[src/rtl/mips_pkg.sv]
// Shared MIPS pipeline constants, PC-select encoding and the privilege-preserving PC increment.
package mips_pkg;

  localparam logic [31:0] RESET_PC = 32'h8000_0000;
  localparam logic [31:0] IRQ_VEC  = 32'h8000_0004;
  localparam logic [31:0] EXC_VEC  = 32'h8000_0008;
  localparam logic [31:0] NOP      = 32'h0000_0000;

  typedef enum logic [2:0] {
    SEL_SEQ,
    SEL_HOLD,
    SEL_JR,
    SEL_JMP,
    SEL_BR,
    SEL_IRQ,
    SEL_EXC,
    SEL_RST
  } pc_sel_t;

  // Carry out of bit 30 is dropped so sequential fetch never changes PC[31].
  function automatic logic [31:0] pc_plus4(input logic [31:0] pc);
    return {pc[31], pc[30:0] + 31'd4};
  endfunction

endpackage

[src/rtl/pc_next_sel.sv]
// Combinational next-PC priority encoder for the fetch stage.
module pc_next_sel
  import mips_pkg::*;
(
  input  logic        reset_i,
  input  logic        exc_i,
  input  logic        stall_i,
  input  logic        jr_i,
  input  logic [31:0] jr_target_i,
  input  logic        jump_i,
  input  logic [30:0] jump_target_i,
  input  logic        br_taken_i,
  input  logic [30:0] br_target_i,
  input  logic        imem_ovf_i,
  input  logic        irq_i,
  input  logic [31:0] pc_i,
  output pc_sel_t     sel_o,
  output logic [31:0] pc_next_o,
  output logic        fault_o
);

  always_comb begin
    sel_o     = SEL_SEQ;
    pc_next_o = pc_plus4(pc_i);
    fault_o   = 1'b0;
    if (reset_i) begin
      sel_o     = SEL_RST;
      pc_next_o = RESET_PC;
    end else if (exc_i) begin
      sel_o     = SEL_EXC;
      pc_next_o = EXC_VEC;
    end else if (stall_i) begin
      sel_o     = SEL_HOLD;
      pc_next_o = pc_i;
    end else if (jr_i) begin
      sel_o     = SEL_JR;
      pc_next_o = jr_target_i;
    end else if (jump_i) begin
      sel_o     = SEL_JMP;
      pc_next_o = {pc_i[31], jump_target_i};
    end else if (br_taken_i) begin
      sel_o     = SEL_BR;
      pc_next_o = {pc_i[31], br_target_i};
    end else if (imem_ovf_i) begin
      // Fetch overflow shares the exception vector; fault_o tells it apart.
      sel_o     = SEL_EXC;
      pc_next_o = EXC_VEC;
      fault_o   = 1'b1;
    end else if (irq_i && !pc_i[31]) begin
      sel_o     = SEL_IRQ;
      pc_next_o = IRQ_VEC;
    end
  end

endmodule

[src/rtl/if_stage.sv]
// MIPS instruction-fetch stage: PC register, ROM address, IF/ID register and redirect arbitration.
module if_stage
  import mips_pkg::*;
(
  input  logic        clk,
  input  logic        reset,
  output logic [30:0] imem_addr,
  input  logic [31:0] imem_data,
  input  logic        imem_ovf,
  input  logic        stall,
  input  logic        br_taken,
  input  logic [31:0] br_target,
  input  logic        jump,
  input  logic [31:0] jump_target,
  input  logic        jr,
  input  logic [31:0] jr_target,
  input  logic        exc,
  input  logic        irq,
  output logic [31:0] pc_out,
  output logic [31:0] if_id_instr,
  output logic [31:0] if_id_pc4,
  output logic        if_id_valid,
  output logic        irq_ack,
  output logic [31:0] irq_epc,
  output logic        fetch_fault
);

  logic [31:0] pc_q, pc_d;
  logic [31:0] instr_q, instr_d;
  logic [31:0] pc4_q, pc4_d;
  logic        valid_q, valid_d;
  logic        ack_q, ack_d;
  logic [31:0] epc_q, epc_d;
  logic        fault_q, fault_d;

  pc_sel_t     sel;
  logic [31:0] pc_next;
  logic        sel_fault;
  logic        bubble;

  // Branch/jump targets inherit PC[31], so their own MSBs are deliberately dropped.
  logic        unused_target_msbs;
  assign unused_target_msbs = ^{jump_target[31], br_target[31]};

  pc_next_sel u_pc_next_sel (
    .reset_i       (reset),
    .exc_i         (exc),
    .stall_i       (stall),
    .jr_i          (jr),
    .jr_target_i   (jr_target),
    .jump_i        (jump),
    .jump_target_i (jump_target[30:0]),
    .br_taken_i    (br_taken),
    .br_target_i   (br_target[30:0]),
    .imem_ovf_i    (imem_ovf),
    .irq_i         (irq),
    .pc_i          (pc_q),
    .sel_o         (sel),
    .pc_next_o     (pc_next),
    .fault_o       (sel_fault)
  );

  assign bubble = (sel == SEL_EXC) || (sel == SEL_JR) || (sel == SEL_JMP) ||
                  (sel == SEL_BR)  || (sel == SEL_IRQ);

  always_comb begin
    pc_d    = pc_next;
    instr_d = instr_q;
    pc4_d   = pc4_q;
    valid_d = valid_q;
    ack_d   = (sel == SEL_IRQ);
    fault_d = sel_fault;
    epc_d   = (sel == SEL_IRQ) ? pc_q : epc_q;
    if (sel != SEL_HOLD) begin
      pc4_d = pc_plus4(pc_q);
      if (bubble) begin
        instr_d = NOP;
        valid_d = 1'b0;
      end else begin
        instr_d = imem_data;
        valid_d = 1'b1;
      end
    end
  end

  always_ff @(posedge clk) begin
    if (reset) begin
      pc_q    <= RESET_PC;
      instr_q <= '0;
      pc4_q   <= '0;
      valid_q <= 1'b0;
      ack_q   <= 1'b0;
      epc_q   <= '0;
      fault_q <= 1'b0;
    end else begin
      pc_q    <= pc_d;
      instr_q <= instr_d;
      pc4_q   <= pc4_d;
      valid_q <= valid_d;
      ack_q   <= ack_d;
      epc_q   <= epc_d;
      fault_q <= fault_d;
    end
  end

  assign imem_addr   = pc_q[30:0];
  assign pc_out      = pc_q;
  assign if_id_instr = instr_q;
  assign if_id_pc4   = pc4_q;
  assign if_id_valid = valid_q;
  assign irq_ack     = ack_q;
  assign irq_epc     = epc_q;
  assign fetch_fault = fault_q;

endmodule

[config.mk]
export PLATFORM = sky130hd
export DESIGN_NAME = if_stage
export DESIGN_NICKNAME = d
export VERILOG_FILES = /design/src/rtl/mips_pkg.sv /design/src/rtl/pc_next_sel.sv /design/src/rtl/if_stage.sv
export SDC_FILE = /design/constraint.sdc
export NUM_CORES = 1
export LEC_CHECK = 0
export ABC_CLOCK_PERIOD_IN_PS = 3400
export CORE_MARGIN = 2
export CORE_UTILIZATION = 44
export DETAILED_ROUTE_END_ITERATION = 16
export GPL_TIMING_DRIVEN = 0
export PLACE_DENSITY_LB_ADDON = 0.1
export SLEW_MARGIN = 20
export SYNTH_ARGS = -nofsm -noshare
export SYNTH_HDL_FRONTEND = slang
export SYNTH_HIERARCHICAL = 1
export SYNTH_SLANG_ARGS = --single-unit
export TNS_END_PERCENT = 30
[constraint.sdc]
create_clock -name clk -period 3.4 [get_ports clk]
set_input_delay 0.68 -clock clk [delete_from_list [all_inputs] [get_ports clk]]
set_output_delay 0.68 -clock clk [all_outputs]
set_load 0.01 [all_outputs]
==> run_results.csv, run 1 <==
group,metric,value,unit
clock_tree,path_clk_slew,60,ps
clock_tree,clock_latency,420,ps
grt,grt_max_degree,17,
worst_setup_path,required,3730,ps
detailed_routing,antenna_left,0,
worst_setup_path,worstSetupPathType,"in -> reg",
cells_and_area,final_cell_mix,"clkdlybuf4s50_1, dfxtp_1, nand2_1",
worst_setup_path,max_stage_delay,530,ps
floorplanning,dieHeight,132,um
synth,yosysWarnings,6,
status,status,"finished clean",
cells_and_area,n_antenna_cell,0,
grt,overflow,0,
cells_and_area,layout_commonest_cell,"clkdlybuf4s50_1",
timing,holdWs,454,ps
floorplanning,num_rows,46,
detailed_routing,drc,0,
synth,syn_area,7180,sq um
cells_and_area,utilization,0.691,
cells_and_area,stdcell_area,11000,sq um
worst_setup_path,cp_data_arrival_time,3580,ps
clock_tree,clockBufferDepth,2,
cells_and_area,nNetsFinal,1363,
clock_tree,cts_tree,"done",
synth,avgSynthCellArea,7.87,sq um
pwr,p_leak,3.90,nW
pwr,peakVddDrop,0.000346,V
synth,synth-seq-cells,131,
detailed_routing,wirelength,27900,um
worst_setup_path,path_cells,"clkdlybuf4s50_1 > or2_2 > nor2_2 > clkbuf_4 > o21ai_2 > or3b_2 > clkbuf_1 > clkbuf_1 > a211oi_1",
synth,yosysSeqAreaShare,0.365,
detailed_routing,dr_total_vias,8345,
floorplanning,core-area,15900,sq um
synth,synth_cell_types,70,
floorplanning,dieArea,17400,sq um
synth,syn_nets,1051,
placement,dp_cells,1421,
synth,synth-async-reset-ratio,0,
clock_tree,cts_buffers,17,
cells_and_area,area_growth,53.5,%
worst_hold_path,hold_class,"reg -> reg",
synth,synthCells,912,
timing,hold_violations,0,
clock_tree,cts_hold_buf,0,
detailed_routing,detail_route.wl_per_cell,19.2,um
placement,hpwl,21100,um
grt,grt_pass1_vias,7817,
timing,final.min_clock_period,3260,ps
detailed_routing,drt_pass1_iterations,5,
cells_and_area,fin_cells,1452,
worst_setup_path,crit_path_end_kind,"flip-flop",
cells_and_area,drive_above_1_share,0.0898,
timing,min_period_over_period,0.958,
timing,setup-tns-final,0,ps
detailed_routing,drt_iter0_drc,800,
clock_tree,clkSinkCount,131,
grt,grt_pass1_wl,43100,um
worst_setup_path,setup.worst_path.start_class,"input port",
placement,io_buffers,293,
grt,grtUsageTotal,0.313,
placement,place_area,10400,sq um
synth,synth_edf_count,0,
clock_tree,htreeDepth,4,
detailed_routing,vias_per_cell,5.75,
placement,place.gp.congestion,0.976,
flow_run,maxCapViolCount,0,
timing,max_slew_margin,0.388,
timing,finClkSkew,8.57,ps
grt,antenna_found_initial,0,
worst_setup_path,crit_path_frequent_cell,"clkbuf_1",
floorplanning,initial_core_util,0.450,
floorplanning,io_pins,299,
floorplanning,die_w,132,um
timing,report.final.slew_viol_count,0,
timing,tightest_slew,912,ps
pwr,p_total,4.06,mW
timing,max_freq,0.307,GHz
worst_setup_path,worstPathMaxFanout,10,
placement,place_ws,-880,ps
synth,synth-main-ff-cell,"dfxtp_1",
clock_tree,ctsRootBufferMaster,"clkbuf_16",
worst_setup_path,crit_slowest_cell,"or3b_2",
timing,fin_ws,144,ps
timing,finalSetupViolCount,0,
pwr,p_per_area,368,nW/um^2
routing by layer:
layer  routed length, um  share of wire  GRT usage  vias up
met3                2460          0.088     0.0780       79
met5                   0              0          0        -
li1                    -              -          -     3940
met1               11300           0.40      0.388     3845
met2               13200           0.47      0.524      481
met4                 921          0.033      0.124        0
where the power goes:
part           total (mW)  switching [mW]  internal, mW  leakage [nW]
sequential           1.63          0.0500          1.58          1.06
clock                1.82           0.698          1.12         0.275
combinational       0.616           0.291         0.325          2.56
total                4.06            1.04          3.02          3.90
final timing paths:
check | start | endpoint | slack (ps) | cells past startpoint
max | imem_ovf | if_id_pc4[7]$_SDFFE_PP0P_ | 140 | 9
max reg2reg | pc_out[2]$_SDFF_PP0_ | pc_out[22]$_SDFF_PP0_ | 220 | 7
min | irq_epc[22]$_SDFFE_PP0P_ | irq_epc[22]$_SDFFE_PP0P_ | 450 | 2
min reg2reg | irq_epc[22]$_SDFFE_PP0P_ | irq_epc[22]$_SDFFE_PP0P_ | 450 | 2
worst max-delay path, delay by kind of cell:
kind                   cells  cell delay (ps)
buffers and inverters      4             1310
AOI/OAI and AO/OA          2              420
and+or+nand+nor            3             1160
registers in the layout (all words and copies together), names as in the netlist:
register     flops
fetch_fault      1
if_id_instr     32
if_id_pc4       32
if_id_valid      1
irq_ack          1
irq_epc         32
pc_out          32
cell families (layout without fill, tap and decap cells):
group / count (synthesis) / in the layout / share of synthesized area
AO/OA/AOI/OAI: 257 / 257 / 0.244
XOR/XNOR: 19 / 19 / 0.0232
adder cells (fa/ha/maj): 2 / 2 / 0.00348
multiplexers: 4 / 4 / 0.00610
AND/OR/NAND/NOR: 383 / 383 / 0.275
buffers and inverters: 116 / 440 / 0.0826
flip-flops: 131 / 131 / 0.365
what timing repair did:
item / CTS / global route
resized for setup: 9 / 11
endpoints found under the setup margin: 95 / 87
buffers inserted: 0 / 2
cell type report:
cell class              count  area [sq um]
clock inverters            11           130
flip-flops and latches    131          2620
multi-input cells         665          4000
fillers                  1371          4920
clock buffers              20           457
repair buffers            295          2950
plain buffers             105           562
well taps                 216           270
inverters                   9          37.5
synth_stat cells (all sizes together), types with 5 or more instances:
library cell / number / area [sq um]
nand3: 21 / 123
buf: 43 / 318
or3: 8 / 50.1
and3: 6 / 37.5
and4: 14 / 124
o21ai: 29 / 145
a31oi: 5 / 31.3
o22ai: 17 / 113
o221ai: 7 / 61.3
nor2b: 34 / 213
nand2: 107 / 409
a22oi: 35 / 263
nand4: 17 / 121
and2: 5 / 31.3
xor2: 11 / 96.3
or4: 9 / 71.3
a211oi: 19 / 143
clkbuf: 64 / 241
o31ai: 7 / 52.6
a221oi: 19 / 166
nor4: 14 / 139
dfxtp: 131 / 2620
xnor2: 8 / 70.1
o211ai: 6 / 45.0
o21a: 6 / 45.0
nor2: 104 / 390
nor3: 26 / 135
or2: 6 / 37.5
inv: 8 / 30.0
a311oi: 14 / 123
a21oi: 70 / 350
(Power assumes the default switching activity.)
==> run 2: changes to the inputs <==
- MAX_ROUTING_LAYER: unset -> met4
==> run_results.csv, run 2 (synthesized netlist as in run 1, its figures left out) <==
group,metric,value,unit
status,status,"finished clean",
detailed_routing,dr_total_vias,8396,
grt,antenna_found_initial,0,
timing,final.min_clock_period,3270,ps
floorplanning,dieArea,17400,sq um
timing,grt_setup_unrepaired,"no",
pwr,internal-power,3.08,mW
placement,place_area,10400,sq um
worst_setup_path,r2r-start,"pc_out[2]$_SDFF_PP0_",
cells_and_area,n_antenna_cell,0,
grt,grtUsageTotal,0.326,
detailed_routing,wirelength,28300,um
placement,place.gp.congestion,0.982,
timing,tightest_slew,1030,ps
worst_setup_path,crit_slowest_cell,"nor3_1",
cells_and_area,drive_above_1_share,0.0930,
detailed_routing,detail_route.wl_per_cell,19.4,um
timing,max_slew_margin,0.309,
grt,grt_max_degree,17,
pwr,power_frac_clock,0.460,
clock_tree,path_clk_slew,60,ps
pwr,power.net_switching,1.07,mW
worst_setup_path,required,3760,ps
worst_hold_path,whs_path_depth,2,
worst_setup_path,rrSetupSlack,130,ps
cells_and_area,nNetsFinal,1363,
pwr,peakVddDrop,0.000313,V
cells_and_area,final_cell_mix,"clkdlybuf4s50_1, dfxtp_1, nand2_1",
clock_tree,cts_hold_buf,0,
worst_setup_path,worstPathMaxFanout,11,
pwr,swShare,0.257,
cells_and_area,fill_cells,1369,
clock_tree,ctsRootBufferMaster,"clkbuf_16",
worst_setup_path,setup.worst_path.start_class,"flip-flop",
clock_tree,cts_tree,"done",
detailed_routing,drt_pass1_iterations,6,
timing,fin_ws,133,ps
clock_tree,clkSinkCount,131,
worst_hold_path,holdPathEnd,"if_id_pc4[1]$_SDFFE_PP0P_",
clock_tree,clockBufferDepth,2,
worst_hold_path,hold_class,"reg -> reg",
worst_setup_path,crit_path_end_kind,"flip-flop",
timing,hold_violations,0,
grt,grt_pass1_wl,43700,um
grt,overflow,0,
timing,setup-tns-final,0,ps
flow_run,maxCapViolCount,0,
timing,min_period_over_period,0.961,
worst_setup_path,r2r_cells,7,
worst_setup_path,timing.rr.end,"pc_out[22]$_SDFF_PP0_",
pwr,p_leak,3.94,nW
placement,place_ws,-874,ps
worst_setup_path,path_delay_family,"simple AND/OR/NAND/NOR gates",
worst_setup_path,max_stage_delay,880,ps
floorplanning,dieHeight,132,um
worst_setup_path,cp_data_arrival_time,3620,ps
clock_tree,clock_latency,420,ps
worst_setup_path,path_cells,"ha_1 > nand4_1 > nor3_1 > and3_1 > mux2_2 > a21oi_1 > nor2b_1",
detailed_routing,drt_iter0_drc,861,
floorplanning,io_pins,299,
cells_and_area,utilization,0.693,
timing,report.final.slew_viol_count,0,
placement,dp_cells,1421,
floorplanning,initial_core_util,0.450,
timing,finalSetupViolCount,0,
worst_setup_path,worstPathBufferInverterCount,0,
pwr,power_frac_comb,0.149,
floorplanning,die_w,132,um
detailed_routing,drc,0,
timing,finClkSkew,11.4,ps
pwr,p_per_area,376,nW/um^2
detailed_routing,vias_per_cell,5.78,
timing,holdWs,451,ps
cells_and_area,fin_cells,1453,
clock_tree,cts_setup_buffers,0,
clock_tree,cts_buffers,17,
worst_setup_path,worstSetupPathType,"reg -> reg",
placement,io_buffers,293,
cells_and_area,stdcell_area,11000,sq um
placement,hpwl,21300,um
cells_and_area,area_growth,53.8,%
worst_hold_path,hold_start,"if_id_pc4[1]$_SDFFE_PP0P_",
detailed_routing,antenna_left,0,
pwr,p_total,4.15,mW
cells_and_area,layout_commonest_cell,"clkdlybuf4s50_1",
floorplanning,num_rows,46,
grt,grt_pass1_vias,7897,
pwr,seqPwrFrac,0.392,
clock_tree,htreeDepth,4,
timing,max_freq,0.306,GHz
floorplanning,core-area,15900,sq um
[run 2: how the worst max path moves through the flow]
| stage | cells past startpoint | to | from | slack, ps |
|---|---|---|---|---|
| floorplan | 10 | if_id_pc4[26]$_SDFFE_PP0P_ | jr | 370 |
| global placement | 7 | if_id_pc4[26]$_SDFFE_PP0P_ | reset | -920 |
| detailed placement | 9 | if_id_pc4[26]$_SDFFE_PP0P_ | stall | -870 |
| CTS | 9 | if_id_pc4[20]$_SDFFE_PP0P_ | imem_ovf | 30 |
| global route | 10 | if_id_instr[23]$_SDFFE_PP0P_ | jump | 9 |
| finish | 7 | pc_out[22]$_SDFF_PP0_ | pc_out[2]$_SDFF_PP0_ | 130 |
[run 2: layout make-up]
cell class                      count  area [sq um]  share of cell area
Clock inverter                     13           171              0.0155
Inverter                            9          33.8             0.00306
Multi-Input combinational cell    665          3990               0.362
Buffer                            107           578              0.0523
Timing Repair Buffer              293          2930               0.266
Clock buffer                       19           443              0.0401
Tap cell                          216           270              0.0245
Sequential cell                   131          2620               0.237
[run 2: routing by layer]
| metal | routed length (um) | part of all wire | vias to the layer above | GRT usage |
|---|---|---|---|---|
| met5 | 0 | 0 | - | - |
| met4 | 905 | 0.032 | 0 | 0.130 |
| met3 | 2440 | 0.086 | 83 | 0.0673 |
| met2 | 13500 | 0.48 | 500 | 0.534 |
| met1 | 11400 | 0.40 | 3863 | 0.395 |
| li1 | - | - | 3950 | - |
[run 2: tightest hold or removal path, stage by stage (launching register included)]
cell and delay [ps]:
dfxtp_1 310, nand2_1 50, a21oi_1 50
[run 2: power by group through the flow]
stage               Sequential, mW  Combinational [mW]  Clock [mW]
floorplan                     1.66               0.240           0
global placement              1.66               0.595           0
detailed placement            1.66               0.601           0
CTS                           1.62               0.607        1.92
global route                  1.63               0.658        2.00
finish                        1.63               0.617        1.91
[run 2: what timing repair did]
action / CTS / global route
setup endpoints to repair: 95 / 87
gates resized for setup: 12 / 19
pin swaps: 0 / 0
gates cloned: 0 / 0
==> run 3: changes to the inputs <==
- ABC_CLOCK_PERIOD_IN_PS: 3400 -> 4000
- CORE_UTILIZATION: 44 -> 47
- clock period: 3.4 -> 4 ns (I/O delays scaled with it)
==> run_results.csv, run 3 (synthesized netlist as in run 1, its figures left out) <==
group,metric,value,unit
placement,place_area,10300,sq um
worst_setup_path,crit_path_end_kind,"flip-flop",
detailed_routing,detail_route.wl_per_cell,19.3,um
clock_tree,clkSinkCount,131,
floorplanning,dieArea,16300,sq um
detailed_routing,vias_per_cell,5.96,
timing,setup-tns-final,0,ps
worst_hold_path,hold_start,"irq_epc[16]$_SDFFE_PP0P_",
timing,fin_ws,264,ps
placement,io_buffers,293,
cells_and_area,area_growth,52.2,%
grt,grt_pass1_wl,41500,um
cells_and_area,drive_above_1_share,0.0808,
timing,report.final.slew_viol_count,0,
detailed_routing,drt_pass1_iterations,6,
worst_setup_path,r2r_cells,8,
worst_setup_path,crit_slowest_cell,"nor3b_2",
placement,hpwl,20400,um
worst_setup_path,rrSetupSlack,930,ps
worst_hold_path,holdPathEnd,"irq_epc[16]$_SDFFE_PP0P_",
grt,grt_pass1_vias,7845,
pwr,peakVddDrop,0.000298,V
pwr,p_total,3.38,mW
detailed_routing,wirelength,27500,um
worst_setup_path,required,4330,ps
flow_run,maxCapViolCount,0,
worst_setup_path,r2r-start,"pc_out[31]$_SDFF_PP1_",
cells_and_area,nNetsFinal,1363,
grt,antenna_found_initial,0,
worst_setup_path,cp_data_arrival_time,4070,ps
detailed_routing,drt_iter0_drc,828,
placement,place.gp.congestion,0.957,
clock_tree,cts_hold_buf,0,
worst_setup_path,crit_path_frequent_cell,"clkbuf_1",
timing,tightest_slew,811,ps
grt,grt_max_degree,17,
timing,final.min_clock_period,3740,ps
floorplanning,core-area,15100,sq um
grt,grtUsageTotal,0.332,
clock_tree,cts_tree,"done",
worst_setup_path,setup.worst_path.start_class,"input port",
timing,hold_violations,0,
detailed_routing,drc,0,
cells_and_area,fill_cells,1233,
timing,grt_setup_unrepaired,"no",
clock_tree,cts_buffers,17,
floorplanning,num_rows,45,
floorplanning,initial_core_util,0.476,
detailed_routing,dr_total_vias,8486,
pwr,p_leak,3.87,nW
floorplanning,dieHeight,128,um
detailed_routing,antenna_left,0,
timing,max_freq,0.268,GHz
worst_setup_path,path_cells,"clkbuf_1 > clkbuf_1 > clkbuf_1 > a21oi_1 > o21bai_1 > nor3b_2 > clkbuf_1 > a211oi_1 > nor4_1",
clock_tree,htreeDepth,4,
worst_setup_path,timing.rr.end,"if_id_pc4[23]$_SDFFE_PP0P_",
timing,min_period_over_period,0.934,
clock_tree,ctsRootBufferMaster,"clkbuf_16",
status,status,"finished clean",
worst_setup_path,worstSetupPathType,"in -> reg",
worst_setup_path,max_stage_delay,570,ps
grt,overflow,0,
worst_hold_path,hold_class,"reg -> reg",
pwr,p_per_area,309,nW/um^2
clock_tree,path_clk_slew,60,ps
timing,finalSetupViolCount,0,
timing,finClkSkew,14.5,ps
cells_and_area,stdcell_area,10900,sq um
timing,max_slew_margin,0.455,
worst_setup_path,worstPathMaxFanout,10,
floorplanning,die_w,128,um
cells_and_area,final_cell_mix,"clkdlybuf4s50_1, dfxtp_1, nand2_1",
placement,place_ws,-497,ps
cells_and_area,layout_commonest_cell,"clkdlybuf4s50_1",
clock_tree,clock_latency,420,ps
worst_hold_path,whs_path_depth,2,
clock_tree,clockBufferDepth,2,
floorplanning,io_pins,299,
cells_and_area,n_antenna_cell,0,
[run 3: changes by cell type in the layout (fill, tap and decap cells not counted), moves of 2 or more]
cell        change
clkbuf_1       +10
bufinv_16       -2
clkbuf_2       -11
clkinv_2        +2
nor2_2          -2
clkinvlp_4      +2
nor2_1          +2
[run 3: timing repair]
action | 4_1_cts | 5_1_grt
cloned | 0 | 0
setup endpoints to repair | 1 | 43
gates resized for setup | 1 | 5
buffers inserted | 0 | 0
[run 3: how the worst max path moves through the flow]
stage | start | slack, ps | to
detailed placement | imem_ovf | -500 | if_id_pc4[26]$_SDFFE_PP0P_
floorplan | jr | 850 | if_id_pc4[26]$_SDFFE_PP0P_
global placement | imem_ovf | -450 | if_id_pc4[26]$_SDFFE_PP0P_
global route | jump | 130 | if_id_pc4[15]$_SDFFE_PP0P_
CTS | jump | 110 | if_id_pc4[24]$_SDFFE_PP0P_
finish | stall | 260 | if_id_pc4[26]$_SDFFE_PP0P_
[run 3: layer usage]
layer | part of all wire | routed length (um) | global-route usage
met2 | 0.48 | 13300 | 0.560
met1 | 0.39 | 10700 | 0.398
met5 | 0 | 0 | -
met3 | 0.10 | 2760 | 0.0578
met4 | 0.029 | 795 | 0.125
[run 3: layout make-up]
cell class | instances | area [sq um] | share of cell area
repair buffers | 293 | 2930 | 0.268
plain buffers | 107 | 561 | 0.0513
clock buffers | 18 | 439 | 0.0402
multi-input cells | 665 | 3970 | 0.364
inverters | 9 | 33.8 | 0.00309
well taps | 188 | 235 | 0.0215
flip-flops and latches | 131 | 2620 | 0.240
clock inverters | 14 | 128 | 0.0117
[run 3: power by group]
part | switching (mW) | internal (mW) | total [mW]
Combinational | 0.245 | 0.273 | 0.518
Clock | 0.602 | 0.875 | 1.48
Sequential | 0.0420 | 1.34 | 1.38
Total | 0.889 | 2.49 | 3.38
[run 3: per-stage QoR]
step	utilization	hold WS, ps	cells
floorplan	-	476	912
CTS	0.724	454	1425
detailed placement	0.686	446	1393
global placement	0.686	439	1393
finish	0.724	454	1425
global route	0.724	474	1425
[run 3: worst max-delay path, delay by kind of cell]
kind / cells / cell delay (ps)
AOI/OAI and AO/OA: 3 / 610
and+or+nand+nor: 2 / 830
buffers and inverters: 4 / 1810
==> RTL change, RTL diff (settings of run 2) <==
Make the reset (`reset`) asynchronous in one clocked block.
--- a/src/rtl/if_stage.sv
+++ b/src/rtl/if_stage.sv
@@ -83,7 +83,7 @@
     end
   end
 
-  always_ff @(posedge clk) begin
+  always_ff @(posedge clk or posedge reset) begin
     if (reset) begin
       pc_q    <= RESET_PC;
       instr_q <= '0;
Behaviour: differs if reset is asserted again (counterexample within 4 cycles, from zero or initial values and one cycle with reset high); with reset held inactive, the same outputs for 4 cycles.
==> RTL change against run 2 <==
Sequential power is 8% higher. Area after synthesis is 2.6% higher. Total power is 9.5% higher. Routed wire length is 4.0% lower. Setup slack better by 16 ps. Sequential cell count stayed put. Cell area is 2.8% higher. Maximum frequency is 0.48% higher. Critical endpoint is now if_id_pc4[19]$_DFFE_PP0P_.
==> RTL change: results (changes against run 2) <==
P_sw 0.001164 W (+9.0%); Multi-input comb cells 553 (-17%); syn nets 924 (-12%); GP Congestion 0.9527 (-3.0%); Worst Path Arrival 3520 ps (-100 ps); RR Startpoint pc_out[2]$_DFF_PP0_; number of non-clock buffers in the layout 388 (-3.0%); worst-path fanout max 10 (-1); Core Rows 47 (+2.2%); Peak VDD IR 0.3803 mV (+22%); Crit. Startpoint imem_ovf; status finished, final reports clean; top post-synthesis cells by area dfrtp_1 44%, nand2_1 4.2%, mux2_2 4.1%; xor/xnor cell area share of the yosys netlist 0.02377 (+0.0005984); register area 3279 um2 (+25%); adder-cell share of the synthesized area 0.003396 (-0.00008877); hpwl dp 20.45 mm (-3.9%); first-pass iteration count of the detailed router 5 (-1); dpl cells 1302 (-8.4%); Lkg Pwr 4.663 nW (+18%); area of the multi-input gates 3585 um2 (-10%); global-route wire length before repair 41.96 mm (-4.0%); asr flop ratio synth 1.000 (+1.000); crit path time final 3251 ps (-15.75 ps); crit path capture if_id_pc4[19]$_DFFE_PP0P_; total track usage 0.3124 (-0.01399); min-delay src if_id_pc4[0]$_DFFE_PP0P_; worst r2r dst pc_out[22]$_DFF_PP0_; # nets final 1243 (-8.8%); Clock Skew 7.504 ps (-3.921 ps); Setup WS pre-CTS -1015 ps (-141.7 ps); DR iter-0 viols 704 (-18%); Post-Synthesis Cells 785 (-14%); layout cell share with drive strength beyond 1 0.1271 (+0.03416); fillers 1352 (-1.2%); die area 17800 um2 (+2.5%); largest net degree at the start of global routing 35 (+18); Routed WL per cell 20.30 um (+4.4%); fin area 11350 um2 (+2.8%); Slew Limit Headroom 0.4118 (+0.1026); vias per cell 5.861 (+1.4%); inverters 13 (+4)
RTL change: cells by family after synthesis:
family / Yosys count
XOR/XNOR: 20
flip-flops: 131
buffers and inverters: 101
multiplexers: 28
AO/OA/AOI/OAI: 227
adder cells (fa/ha/maj): 2
AND/OR/NAND/NOR: 276
RTL change: worst max-delay path: stages:
cell and delay (ps):
clkdlybuf4s50_1 510, or2_2 410, nor2_2 230, buf_2 290, o21ai_1 230, or3b_2 530, clkbuf_1 150, clkbuf_2 250
nor2_1 180, a31oi_1 60
RTL change: layer usage:
metal  part of all wire  GRT usage
met3              0.080    0.05936
met5                  0          -
met1               0.41     0.3910
met2               0.47     0.4989
met4              0.036     0.1312
RTL change: power groups by stage:
stage	sequential [W]	clock (W)	combinational, W
after detailed placement	0.00179	0	0.000841
after global placement	0.00179	0	0.000822
final	0.00176	0.00193	0.000851
after CTS	0.00176	0.00195	0.000846
after global routing	0.00178	0.00203	0.000908
after floorplan	0.00181	0	0.000289
